--- src/rtl/clk_freq_meter_if.sv ---
// Control/result bundle for clk_freq_meter: measurement requests in, published count out.
interface clk_freq_meter_if #(
  parameter int CNT_W = 32
);
  logic             start;
  logic             continuous;
  logic             abort;
  logic [CNT_W-1:0] freq_count;
  logic             count_valid;
  logic             overflow;
  logic             busy;

  modport master (output start, continuous, abort,
                  input  freq_count, count_valid, overflow, busy);
  modport slave  (input  start, continuous, abort,
                  output freq_count, count_valid, overflow, busy);
endinterface

--- src/rtl/clk_freq_meter.sv ---
// Gated edge counter: counts sig_in rises over GATE_CYCLES sys_clk cycles, one-shot or free-running.
// Optional CLK_FREQ_METER_DEGLITCH_EN adds a third sync stage and rejects single-cycle pulses.
module clk_freq_meter #(
  parameter int unsigned GATE_CYCLES = 100000000,
  parameter int          CNT_W       = 32
) (
  input  logic              sys_clk,
  input  logic              rst_n,
  input  logic              sig_in,
  clk_freq_meter_if.slave   bus
);
  typedef enum logic {IDLE, GATE} state_t;

  localparam logic [31:0] LAST = 32'(GATE_CYCLES - 1);

  state_t           state_q, state_d;
  logic [31:0]      gate_cnt;
  logic [CNT_W-1:0] edge_cnt, edge_nxt;
  logic             ovf, ovf_nxt;
  logic             rise, last, publish;
  logic [CNT_W-1:0] freq_count_q;
  logic             count_valid_q, overflow_q;

`ifdef CLK_FREQ_METER_DEGLITCH_EN
  logic s1, s2, s3;
  always_ff @(posedge sys_clk or negedge rst_n) begin
    if (!rst_n) begin
      s1 <= 1'b0; s2 <= 1'b0; s3 <= 1'b0;
    end else begin
      s1 <= sig_in; s2 <= s1; s3 <= s2;
    end
  end
  // new level must be seen on two consecutive samples before it counts
  assign rise = s1 & s2 & ~s3;
`else
  logic s1, s2, p;
  always_ff @(posedge sys_clk or negedge rst_n) begin
    if (!rst_n) begin
      s1 <= 1'b0; s2 <= 1'b0; p <= 1'b0;
    end else begin
      s1 <= sig_in; s2 <= s1; p <= s2;
    end
  end
  assign rise = s2 & ~p;
`endif

  assign last = (gate_cnt == LAST);

  // edge count including this cycle's rise, saturating
  always_comb begin
    edge_nxt = edge_cnt;
    ovf_nxt  = ovf;
    if (rise) begin
      if (&edge_cnt) ovf_nxt  = 1'b1;
      else           edge_nxt = edge_cnt + 1'b1;
    end
  end

  always_ff @(posedge sys_clk or negedge rst_n) begin
    if (!rst_n) state_q <= IDLE;
    else        state_q <= state_d;
  end

  always_comb begin
    state_d = state_q;
    publish = 1'b0;
    unique case (state_q)
      IDLE: begin
        if (!bus.abort && bus.start) state_d = GATE;
      end
      GATE: begin
        if (bus.abort) begin
          state_d = IDLE;
        end else if (last) begin
          publish = 1'b1;
          state_d = bus.continuous ? GATE : IDLE;
        end
      end
      default: state_d = IDLE;
    endcase
  end

  always_ff @(posedge sys_clk or negedge rst_n) begin
    if (!rst_n) begin
      gate_cnt      <= '0;
      edge_cnt      <= '0;
      ovf           <= 1'b0;
      freq_count_q  <= '0;
      overflow_q    <= 1'b0;
      count_valid_q <= 1'b0;
    end else begin
      count_valid_q <= publish;
      if (publish) begin
        freq_count_q <= edge_nxt;
        overflow_q   <= ovf_nxt;
      end
      // counters sit at zero in IDLE and restart at every gate boundary
      if (state_q == IDLE || bus.abort || last) begin
        gate_cnt <= '0;
        edge_cnt <= '0;
        ovf      <= 1'b0;
      end else begin
        gate_cnt <= gate_cnt + 32'd1;
        edge_cnt <= edge_nxt;
        ovf      <= ovf_nxt;
      end
    end
  end

  assign bus.freq_count  = freq_count_q;
  assign bus.count_valid = count_valid_q;
  assign bus.overflow    = overflow_q;
  assign bus.busy        = (state_q == GATE);
endmodule
--- src/flat_wrapper.sv ---
// flat-port wrapper written by rule: the top's interface ports become plain ports
module clk_freq_meter_flat 
#(
  parameter int unsigned GATE_CYCLES = 100000000,
  parameter int          CNT_W       = 32
)
  (sys_clk, rst_n, sig_in, bus_start, bus_continuous, bus_abort, bus_freq_count, bus_count_valid, bus_overflow, bus_busy);
  clk_freq_meter_if #(.CNT_W(CNT_W)) bus_i ();
  input  logic sys_clk;
  input  logic rst_n;
  input  logic sig_in;
  input wire logic [$bits(bus_i.start)-1:0] bus_start;
  input wire logic [$bits(bus_i.continuous)-1:0] bus_continuous;
  input wire logic [$bits(bus_i.abort)-1:0] bus_abort;
  output wire logic [$bits(bus_i.freq_count)-1:0] bus_freq_count;
  output wire logic [$bits(bus_i.count_valid)-1:0] bus_count_valid;
  output wire logic [$bits(bus_i.overflow)-1:0] bus_overflow;
  output wire logic [$bits(bus_i.busy)-1:0] bus_busy;
  assign bus_i.start = bus_start;
  assign bus_i.continuous = bus_continuous;
  assign bus_i.abort = bus_abort;
  assign bus_freq_count = bus_i.freq_count;
  assign bus_count_valid = bus_i.count_valid;
  assign bus_overflow = bus_i.overflow;
  assign bus_busy = bus_i.busy;
  clk_freq_meter #(.GATE_CYCLES(GATE_CYCLES), .CNT_W(CNT_W)) u_core (.sys_clk(sys_clk), .rst_n(rst_n), .sig_in(sig_in), .bus(bus_i));
endmodule
--- config.mk ---
export PLATFORM = sky130hd
export DESIGN_NAME = clk_freq_meter_flat
export DESIGN_NICKNAME = d
export VERILOG_FILES = /design/src/rtl/clk_freq_meter_if.sv /design/src/rtl/clk_freq_meter.sv /design/src/flat_wrapper.sv
export SDC_FILE = /design/constraint.sdc
export NUM_CORES = 1
export LEC_CHECK = 0
export CAP_MARGIN = 30
export CORE_ASPECT_RATIO = 1.4
export CORE_MARGIN = 3
export CORE_UTILIZATION = 45
export CTS_CLUSTER_SIZE = 28
export DETAILED_ROUTE_END_ITERATION = 16
export PLACE_DENSITY_LB_ADDON = 0.1
export REMOVE_ABC_BUFFERS = 1
export SLEW_MARGIN = 30
export SYNTH_ARGS = -nofsm -noshare
export SYNTH_HDL_FRONTEND = slang
export SYNTH_SLANG_ARGS = --single-unit
--- constraint.sdc ---
create_clock -name sys_clk -period 2.55 [get_ports sys_clk]
set_clock_uncertainty 0.05 [all_clocks]
set_input_delay 0.3825 -clock sys_clk [delete_from_list [all_inputs] [get_ports sys_clk]]
set_output_delay 0.3825 -clock sys_clk [all_outputs]
set_load 0.005 [all_outputs]
After elaboration in Yosys (flattened, before gate mapping)
Index checks and enable logic that the tools add are counted.
{ "word_totals": {"input_bits": 6, "output_inout_bits": 35, "reg_bits": 103, "wordCells": 36} }
{ "op_classes": {"n_reduce_logical": 5, "mux": 15, "eq_ne": 1, "n_addsub": 2, "bitwise": 3} }
{ "ops": {"columns": ["op", "count"], "rows": [
  ["two-way mux 32 bit", 4],
  ["adder 32 x 1 -> 32 bit (second input constant)", 2],
  ["== test 32 x 27 -> 1 bit (second input constant)", 1],
  ["AND reduction 32 bit", 1],
  ["two-way mux 1 bit", 10],
  ["logical OR 1 bit", 2],
  ["NOT 1 bit", 2],
  ["case mux 1 bit (2 select lines)", 1],
  ["bitwise AND 1 bit", 1],
  ["logical AND 1 bit", 1],
  ["logical NOT 1 bit", 1]
]} }

Longest topological paths before layout
Gate-level depths: netlist (run 1).
{ "logic_depth": {"ltp_word": 4, "ltp_mapped": 9, "depth_no_buf": 7} }

Worst setup path before layout (run 1)
OpenSTA, ideal clock, no wires.
{ "synth_timing": {"path_kind": "register -> register", "start": "reg u_core.gate_cnt[0]", "end": "reg u_core.freq_count_q[10], in the netlist u_core.bus.freq_count[10]", "t_required_ns": 2.372, "arrival_ns": 2.032, "setup_ns": 0.128, "stages_incl_launch_ff": 9, "period_less_slack_ns": 2.210, "setup_slack_ns": 0.340, "path_buffers": 2, "path_cell_list": "dfrtp_1 ha_1 nand3_2 or3_4 or4_4 nor2_2 buf_6 buf_6 a21oi_1"} }
{ "synth_between": {"elab_chain_cells": 4} }
{ "synth_lines": {"columns": ["element", "line_no", "source"], "rows": [
  ["start: declaration", "clk_freq_meter.sv:17", "logic [31:0] gate_cnt;"],
  ["start signal: assignment", "clk_freq_meter.sv:103", "gate_cnt <= gate_cnt + 32'd1;"],
  ["== test 32 x 27 -> 1 bit", "clk_freq_meter.sv:47", "assign last = (gate_cnt == LAST);"],
  ["two-way mux 1 bit", "clk_freq_meter.sv:74", "end else if (last) begin"],
  ["two-way mux 1 bit", "clk_freq_meter.sv:72", "if (bus.abort) begin"],
  ["two-way mux 1 bit", "clk_freq_meter.sv:67", "unique case (state_q)"],
  ["end signal: assignment", "clk_freq_meter.sv:94", "freq_count_q <= edge_nxt;"],
  ["end: declaration", "clk_freq_meter.sv:21", "logic [CNT_W-1:0] freq_count_q;"]
]} }
No other way between the ends.
A chain may end at the register's enable or synchronous reset.

Worst setup path after layout (run 1)
{ "layout_timing": {"start": "reg u_core.gate_cnt[0]", "end": "reg u_core.freq_count_q[24], in the netlist u_core.bus.freq_count[24]"} }
Same word-level chain as after synthesis.

==> Flow_metrics.wiki, run 1 <==
{| class="wikitable"
! Metric !! Value
|-
| Filler Cell Count || between 900 and 1000
|-
| Max Fanout on Critical Path || 31
|-
| Half-perimeter wire length of the detailed placement result || 6950 um
|-
| Syn Std Cell Area || 4803 um^2
|-
| Rel. slew slack || 55.78%
|-
| Design area || 5702 um^2
|-
| All-Layer GR Usage || approximately 18%
|-
| Area share of xor/xnor cells in the synthesized design || 10.94%
|-
| Clock Sinks || approximately 100
|-
| Vias in the first global route || about 3600
|-
| Setup Viol. Count Final || 0
|-
| Unrepaired setup endpoints after global routing || false
|-
| Dominant synthesized flop cell || dfrtp_1
|-
| Buffers added on ports || 40
|-
| Post-cts gate resize count || 0
|-
| Area delta synth->final || 18.70%
|-
| Combined area of the multi-input logic cells || 2073 um^2
|-
| Wire length of the first global-routing pass || 16860 um
|-
| Cell leakage power || 2.340 nW
|-
| Final routed DRC violation total || 0
|-
| Count of flip-flops with a built-in enable after synthesis || 0
|-
| Final Cycle Share || 92.76%
|-
| Chip width || 93.32 um
|-
| Path type of the worst min-delay path || in -> async
|-
| Final core area utilization || 54.80%
|-
| Post-CTS setup buffers || 0
|-
| Overall die height || 128.2 um
|-
| Fraction of layout instances using a drive strength above 1 || 11.39%
|-
| Cell variety after synth || 41
|-
| Buffer cell driving the clock tree root || clkbuf_16
|-
| Post-synthesis simple-gate area fraction || 24.69%
|-
| Number of register bits inferred by synthesis || 103
|-
| Peak supply drop || around 0.00033 V
|-
| Hold_buf cts || 0
|-
| Top library cells by usage in the layout, fill and taps aside || 106 x nor2_1, 103 x dfrtp_1, 39 x clkdlybuf4s50_1, 36 x xor2_1, 27 x nand2_1
|-
| Arithmetic-cell share of the synthesized area counting full adders, half adders and majority gates || less than 1%
|-
| Slew at the pin with the worst max-slew slack || 0.6573 ns
|-
| Proportion of synthesized flip-flops having asynchronous set or reset || 100.0%
|-
| H-Tree Depth || 3
|-
| Number of nets still failing antenna checks after routing || 0
|-
| Least setup slack across all paths after layout || 0.1847 ns
|-
| Combinational family with the most area after synthesis || simple AND/OR/NAND/NOR gates
|-
| TritonRoute pass-1 iters || 6
|-
| Most common cell after layout, fill and taps aside || nor2_1
|-
| Total cell area at the placement stage || 5421 um^2
|-
| Max-cap violations || 0
|-
| Clock tree from TritonCTS || yes
|-
| Overall via count from detail_route || 3476
|-
| Period minus WS final || between 2 and 2.5 ns
|-
| Post-synthesis compound-gate area fraction || 6.017%
|-
| Total overflow reported by the global router || 0
|-
| Result of the run || finished, violations left
|-
| Area enclosed by the die boundary || 11970 um^2
|-
| Sequential Area || between 2000 and 3000 um^2
|-
| Mean post-synth cell area || 10.13 um^2
|-
| Starting density of the core || 46.16%
|-
| Net count, final || 531
|-
| Placement Rows || 44
|-
| Final count of pins violating max slew || 0
|-
| Final weighted congestion in routability-driven placement || around 0.85
|-
| Maximum clock path buffer count || 2
|-
| Final hold violation count || 10
|-
| CP startpoint kind || flip-flop
|-
| Final hold slack || -0.01533 ns
|-
| Clk pin slew, worst setup/hold paths || about 0.07 ns
|-
| Class of the most critical setup path || reg -> reg
|-
| Total CTS buffers || 9
|-
| Placement Setup Slack || 0.1872 ns
|-
| Arrival time at the worst endpoint || 2.58 ns
|-
| Peak Freq || 422.8 MHz
|-
| First-iteration detailed-routing DRC count || 136
|-
| Number of diodes || 0
|-
| YS warnings || 0
|-
| Number of antenna violations at the first check in global routing || 0
|-
| Total negative slack for setup checks || 0 ns
|-
| Number of standard cells after synthesis || 474
|-
| Per-cell routed wire length || 14.74 um
|-
| Number of top-level pins || 41
|-
| Portion of the post-synthesis area used by sequential elements || 53.66%
|-
| Drt total wl || 9804 um
|-
| Worst setup EP type || flip-flop
|-
| Total power per unit cell area || 539.9 nW/um^2
|-
| Floorplan Core Area || about 10000 um^2
|-
| Clock network latency to the later pin of the worst-skew pair || ~0.34 ns
|-
| Violations in the final reports || hold timing
|-
| Post-DR vias/cell || 5.227
|-
| Portion of netlist area occupied by mux cells || 0.8336%
|-
| Largest net degree at the start of global routing || 68
|-
| Critical path required time || 2.76 ns
|}
==> critical path, stage by stage (launching register included) <==
cell and delay [ns]:
dfrtp_1 0.39, ha_1 0.23, nand3_2 0.12, or3_4 0.40, or4_4 0.52, nor2_4 0.16, buf_12 0.21, mux2i_1 0.19
==> sequential cells by signal (all words and copies together) (netlist names) <==
name	count
u_core.edge_cnt	32
u_core.s2	1
u_core.s1	1
u_core.bus.busy	1
u_core.gate_cnt	32
u_core.ovf	1
u_core.p	1
u_core.bus.overflow	1
u_core.bus.freq_count	32
u_core.bus.count_valid	1
==> cells in the mapped netlist (all sizes together) (11+ instances only) <==
cell	number	area [um^2]
xnor2	24	210.2
nor2	107	404.1
and3	14	87.58
nand4	18	118.9
nand2	28	105.1
nor4	11	83.83
a21oi	33	232.7
nor3	11	55.05
nand3	27	145.1
dfrtp	103	2577
xor2	36	315.3
buf	16	126.4
==> stage by stage <==
stage,std cells,power [W]
detailed placement,650,0.001785
global placement,650,0.001785
floorplan,455,0.001707
finish,665,0.003078
CTS,665,0.003131
global route,665,0.003192
==> worst paths after layout <==
check                                   startpoint                        end  slack (ns)  cells past startpoint
worst max-delay path            u_core.gate_cnt[0]  u_core.bus.freq_count[24]        0.18                      7
worst min-delay path                         rst_n   u_core.bus.freq_count[0]       -0.02                      2
min in group sys_clk                     u_core.s1                  u_core.s2        0.30                      0
worst max register to register  u_core.gate_cnt[0]  u_core.bus.freq_count[24]        0.18                      7
max in group asynchronous                    rst_n        u_core.edge_cnt[26]        2.08                      2
worst min register to register           u_core.s1                  u_core.s2        0.30                      0
==> metal layers <==
metal	up-vias	part of all wire [%]	GRT usage [%]
met5	-	0	0
li1	1708	-	-
met4	0	2.3	7.852
met2	43	53	31.09
met1	1709	42	21.14
met3	16	2.3	3.406
==> final cells by class <==
type | instances | share of cell area (%)
multi-input combinational | 346 | 36.36
tap | 138 | 3.028
sequential | 103 | 45.21
clock buffer | 11 | 4.082
timing repair buffer | 57 | 10.09
inverter | 6 | 0.3950
clock inverter | 4 | 0.8339
==> logic make-up (layout without fill, tap and decap cells) <==
logic type / after synthesis / in the layout
multiplexers: 4 / 4
adder cells (fa/ha/maj): 2 / 2
AO/OA/AOI/OAI: 41 / 41
XOR/XNOR: 60 / 60
flip-flops: 103 / 103
buffers and inverters: 25 / 78
AND/OR/NAND/NOR: 239 / 239
==> where the power goes <==
group / switching (W) / leakage [nW] / internal [W]
Sequential: 0.00000616 / 1.42 / 0.00164
Clock: 0.000576 / 0.135 / 0.000753
Combinational: 0.0000723 / 0.780 / 0.0000306
Total: 0.000654 / 2.34 / 0.00242
(Power assumes the default switching activity.)
==> run 2, diff against run 1 <==
--- a/config.mk
+++ b/config.mk
@@ -13,7 +13,7 @@
 export DETAILED_ROUTE_END_ITERATION = 16
 export PLACE_DENSITY_LB_ADDON = 0.1
 export REMOVE_ABC_BUFFERS = 1
-export SLEW_MARGIN = 30
+export SETUP_SLACK_MARGIN = 0.3
 export SYNTH_ARGS = -nofsm -noshare
 export SYNTH_HDL_FRONTEND = slang
 export SYNTH_SLANG_ARGS = --single-unit
==> constraint.sdc (replaced) <==
create_clock -name sys_clk -period 2.55 [get_ports sys_clk]
set_clock_uncertainty 0.05 [all_clocks]
set_input_delay 0.3825 -clock sys_clk [delete_from_list [all_inputs] [get_ports sys_clk]]
set_output_delay 0.3825 -clock sys_clk [all_outputs]
set_load 0.02 [all_outputs]
==> Flow_metrics.wiki, run 2 (synthesized netlist as in run 1, its figures left out) <==
{| class="wikitable"
! Metric !! Value
|-
| Result of the run || finished, violations left
|-
| Violations in the final reports || hold timing
|-
| Cell occurring most often along the worst timing path || buf_6
|-
| Placement Setup Slack || 0.1872 ns
|-
| Setup Viol. Count Final || 0
|-
| Maximum clock path buffer count || 2
|-
| Max Fanout on Critical Path || 8
|-
| Overall die height || 128.2 um
|-
| Total CTS buffers || 9
|-
| Starting density of the core || 46.16%
|-
| Cell leakage power || 2.643 nW
|-
| Final hold violation count || 7
|-
| Clock tree from TritonCTS || yes
|-
| Peak supply drop || 0.0003368 V
|-
| Half-perimeter wire length of the detailed placement result || 6950 um
|-
| Number of antenna violations at the first check in global routing || 0
|-
| Chip width || 93.32 um
|-
| Final count of pins violating max slew || 0
|-
| Worst-path cell with the longest stage delay || or4_4
|-
| Buffers added on ports || 40
|-
| Max-cap violations || 0
|-
| Placement Rows || 44
|-
| Critical path required time || 2.77 ns
|-
| Least setup slack across all paths after layout || 0.2436 ns
|-
| Class of the most critical setup path || reg -> reg
|-
| Overall via count from detail_route || roughly 3700
|-
| Final core area utilization || around three fifths
|-
| Path type of the worst min-delay path || in -> async
|-
| CP startpoint kind || flip-flop
|-
| Per-cell routed wire length || 17.46 um
|-
| Post-DR vias/cell || about 5.4
|-
| Final routed DRC violation total || 0
|-
| H-Tree Depth || 3
|-
| Number of top-level pins || a little over 40
|-
| Buffer cell driving the clock tree root || clkbuf_16
|-
| Launch point of the critical path || u_core.gate_cnt[1]
|-
| Launch point of the worst reg-to-reg path || u_core.gate_cnt[1]
|-
| Clock network latency to the later pin of the worst-skew pair || 0.34 ns
|-
| Unrepaired setup endpoints after global routing || true
|-
| Most common cell after layout, fill and taps aside || dfrtp_1
|-
| Top cell family by delay on the critical path || simple AND/OR/NAND/NOR gates
|-
| Number of nets still failing antenna checks after routing || 0
|-
| Drt total wl || 12130 um
|-
| First-iteration detailed-routing DRC count || 142
|-
| Worst setup EP type || flip-flop
|-
| Floorplan Core Area || between 10000 and 15000 um^2
|-
| TritonRoute pass-1 iters || 5
|-
| Hold_buf cts || 0
|-
| Delay of the slowest cell on the worst path || roughly 0.45 ns
|-
| Fraction of layout instances using a drive strength above 1 || 21.90%
|-
| Total overflow reported by the global router || 0
|-
| Arrival time at the worst endpoint || 2.52 ns
|-
| Rel. slew slack || 39.71%
|-
| Area enclosed by the die boundary || 11970 um^2
|-
| Net count, final || 561
|-
| Wire length of the first global-routing pass || roughly 19000 um
|-
| Period minus WS final || 2.306 ns
|-
| Vias in the first global route || 3801
|-
| Top library cells by usage in the layout, fill and taps aside || 99 x dfrtp_1, 89 x nor2_1, 39 x clkdlybuf4s50_1, 34 x xor2_1, 27 x nand2_1
|-
| Largest net degree at the start of global routing || roughly 70
|-
| All-Layer GR Usage || 19.68%
|-
| Clk pin slew, worst setup/hold paths || ~0.070 ns
|-
| Cell-by-cell listing of the critical path || ha_4 -> nand3_4 -> or3_4 -> or4_4 -> nor2_4 -> buf_6 -> buf_6 -> clkbuf_16 -> nor2_2 -> a21oi_2
|-
| Clock Sinks || 103
|-
| Total power per unit cell area || 493.8 nW/um^2
|-
| Final hold slack || -0.004370 ns
|-
| Area delta synth->final || 33.45%
|-
| Final weighted congestion in routability-driven placement || 0.8470
|-
| Buf/Inv on CP || 3
|-
| Final Cycle Share || 90.45%
|-
| Peak Freq || 433.6 MHz
|-
| Slew at the pin with the worst max-slew slack || ~0.9 ns
|-
| Number of diodes || 0
|}
[run 2: changes by cell type in the layout (fill, tap and decap cells not counted), sizes merged]
cell | previous run | this run
nand2 | 28 | 29
clkbuf | 11 | 16
buf | 18 | 42
[run 2: timing repair]
action / in CTS / in global routing
cloned: 5 / 8
setup buffers: 14 / 3
gates resized for setup: 15 / 49
pin swaps: 2 / 5
setup endpoints to repair: 98 / 98
[run 2: worst reg2reg max path, cell delays in order (launching register included)]
cell and delay (ns):
dfrtp_1 0.41, ha_4 0.17, nand3_4 0.07, or3_4 0.40
or4_4 0.45, nor2_4 0.11, buf_6 0.14, buf_6 0.13
clkbuf_16 0.18, nor2_2 0.05, a21oi_2 0.10
[run 2: final cells by class]
type / count / area (um^2)
well taps: 138 / 172.7
inverters: 6 / 22.52
repair buffers: 86 / 1037
clock buffers: 11 / 232.7
fillers: 856 / 3995
flip-flops and latches: 103 / 2582
clock inverters: 4 / 47.55
multi-input cells: 347 / 2315
[run 2: power breakdown]
part / internal [W] / switching (W) / total (W)
Clock: 0.000753 / 0.000586 / 0.00134
Sequential: 0.00164 / 0.00000650 / 0.00165
Combinational: 0.0000768 / 0.000102 / 0.000179
Total: 0.00247 / 0.000695 / 0.00317
[run 2: metrics by stage]
| stage | cells | hold slack, ns | cell area, um^2 | power, W | TNS [ns] |
|---|---|---|---|---|---|
| 4_1_cts | 684 | 0.00004174 | 6023 | 0.003153 | 0 |
| 3_5_place_dp | 650 | 0.2942 | 5421 | 0.001788 | 0 |
| 6_report | 695 | -0.004370 | 6410 | 0.003165 | 0 |
| 3_3_place_gp | 650 | 0.2871 | 5421 | 0.001787 | 0 |
| 5_1_grt | 695 | 0.01591 | 6410 | 0.003268 | 0 |
| 2_1_floorplan | 455 | 0.03691 | 4666 | 0.001710 | -57.31 |
[run 2: metal layers]
layer	GRT usage (%)	wire length (um)
met5	0	0
met2	35.17	6633
met3	3.230	350
met4	6.989	263
met1	23.67	4887
[run 2: path summary, 6_finish.rpt]
path | endpoint | slack [ns] | depth (start not counted)
min in group sys_clk | u_core.s2 | 0.30 | 0
max in group asynchronous | u_core.edge_cnt[17] | 2.05 | 2
max | u_core.bus.freq_count[12] | 0.24 | 10
min | u_core.bus.freq_count[0] | -0.004 | 2
min reg2reg | u_core.s2 | 0.30 | 0
max reg2reg | u_core.bus.freq_count[12] | 0.24 | 10
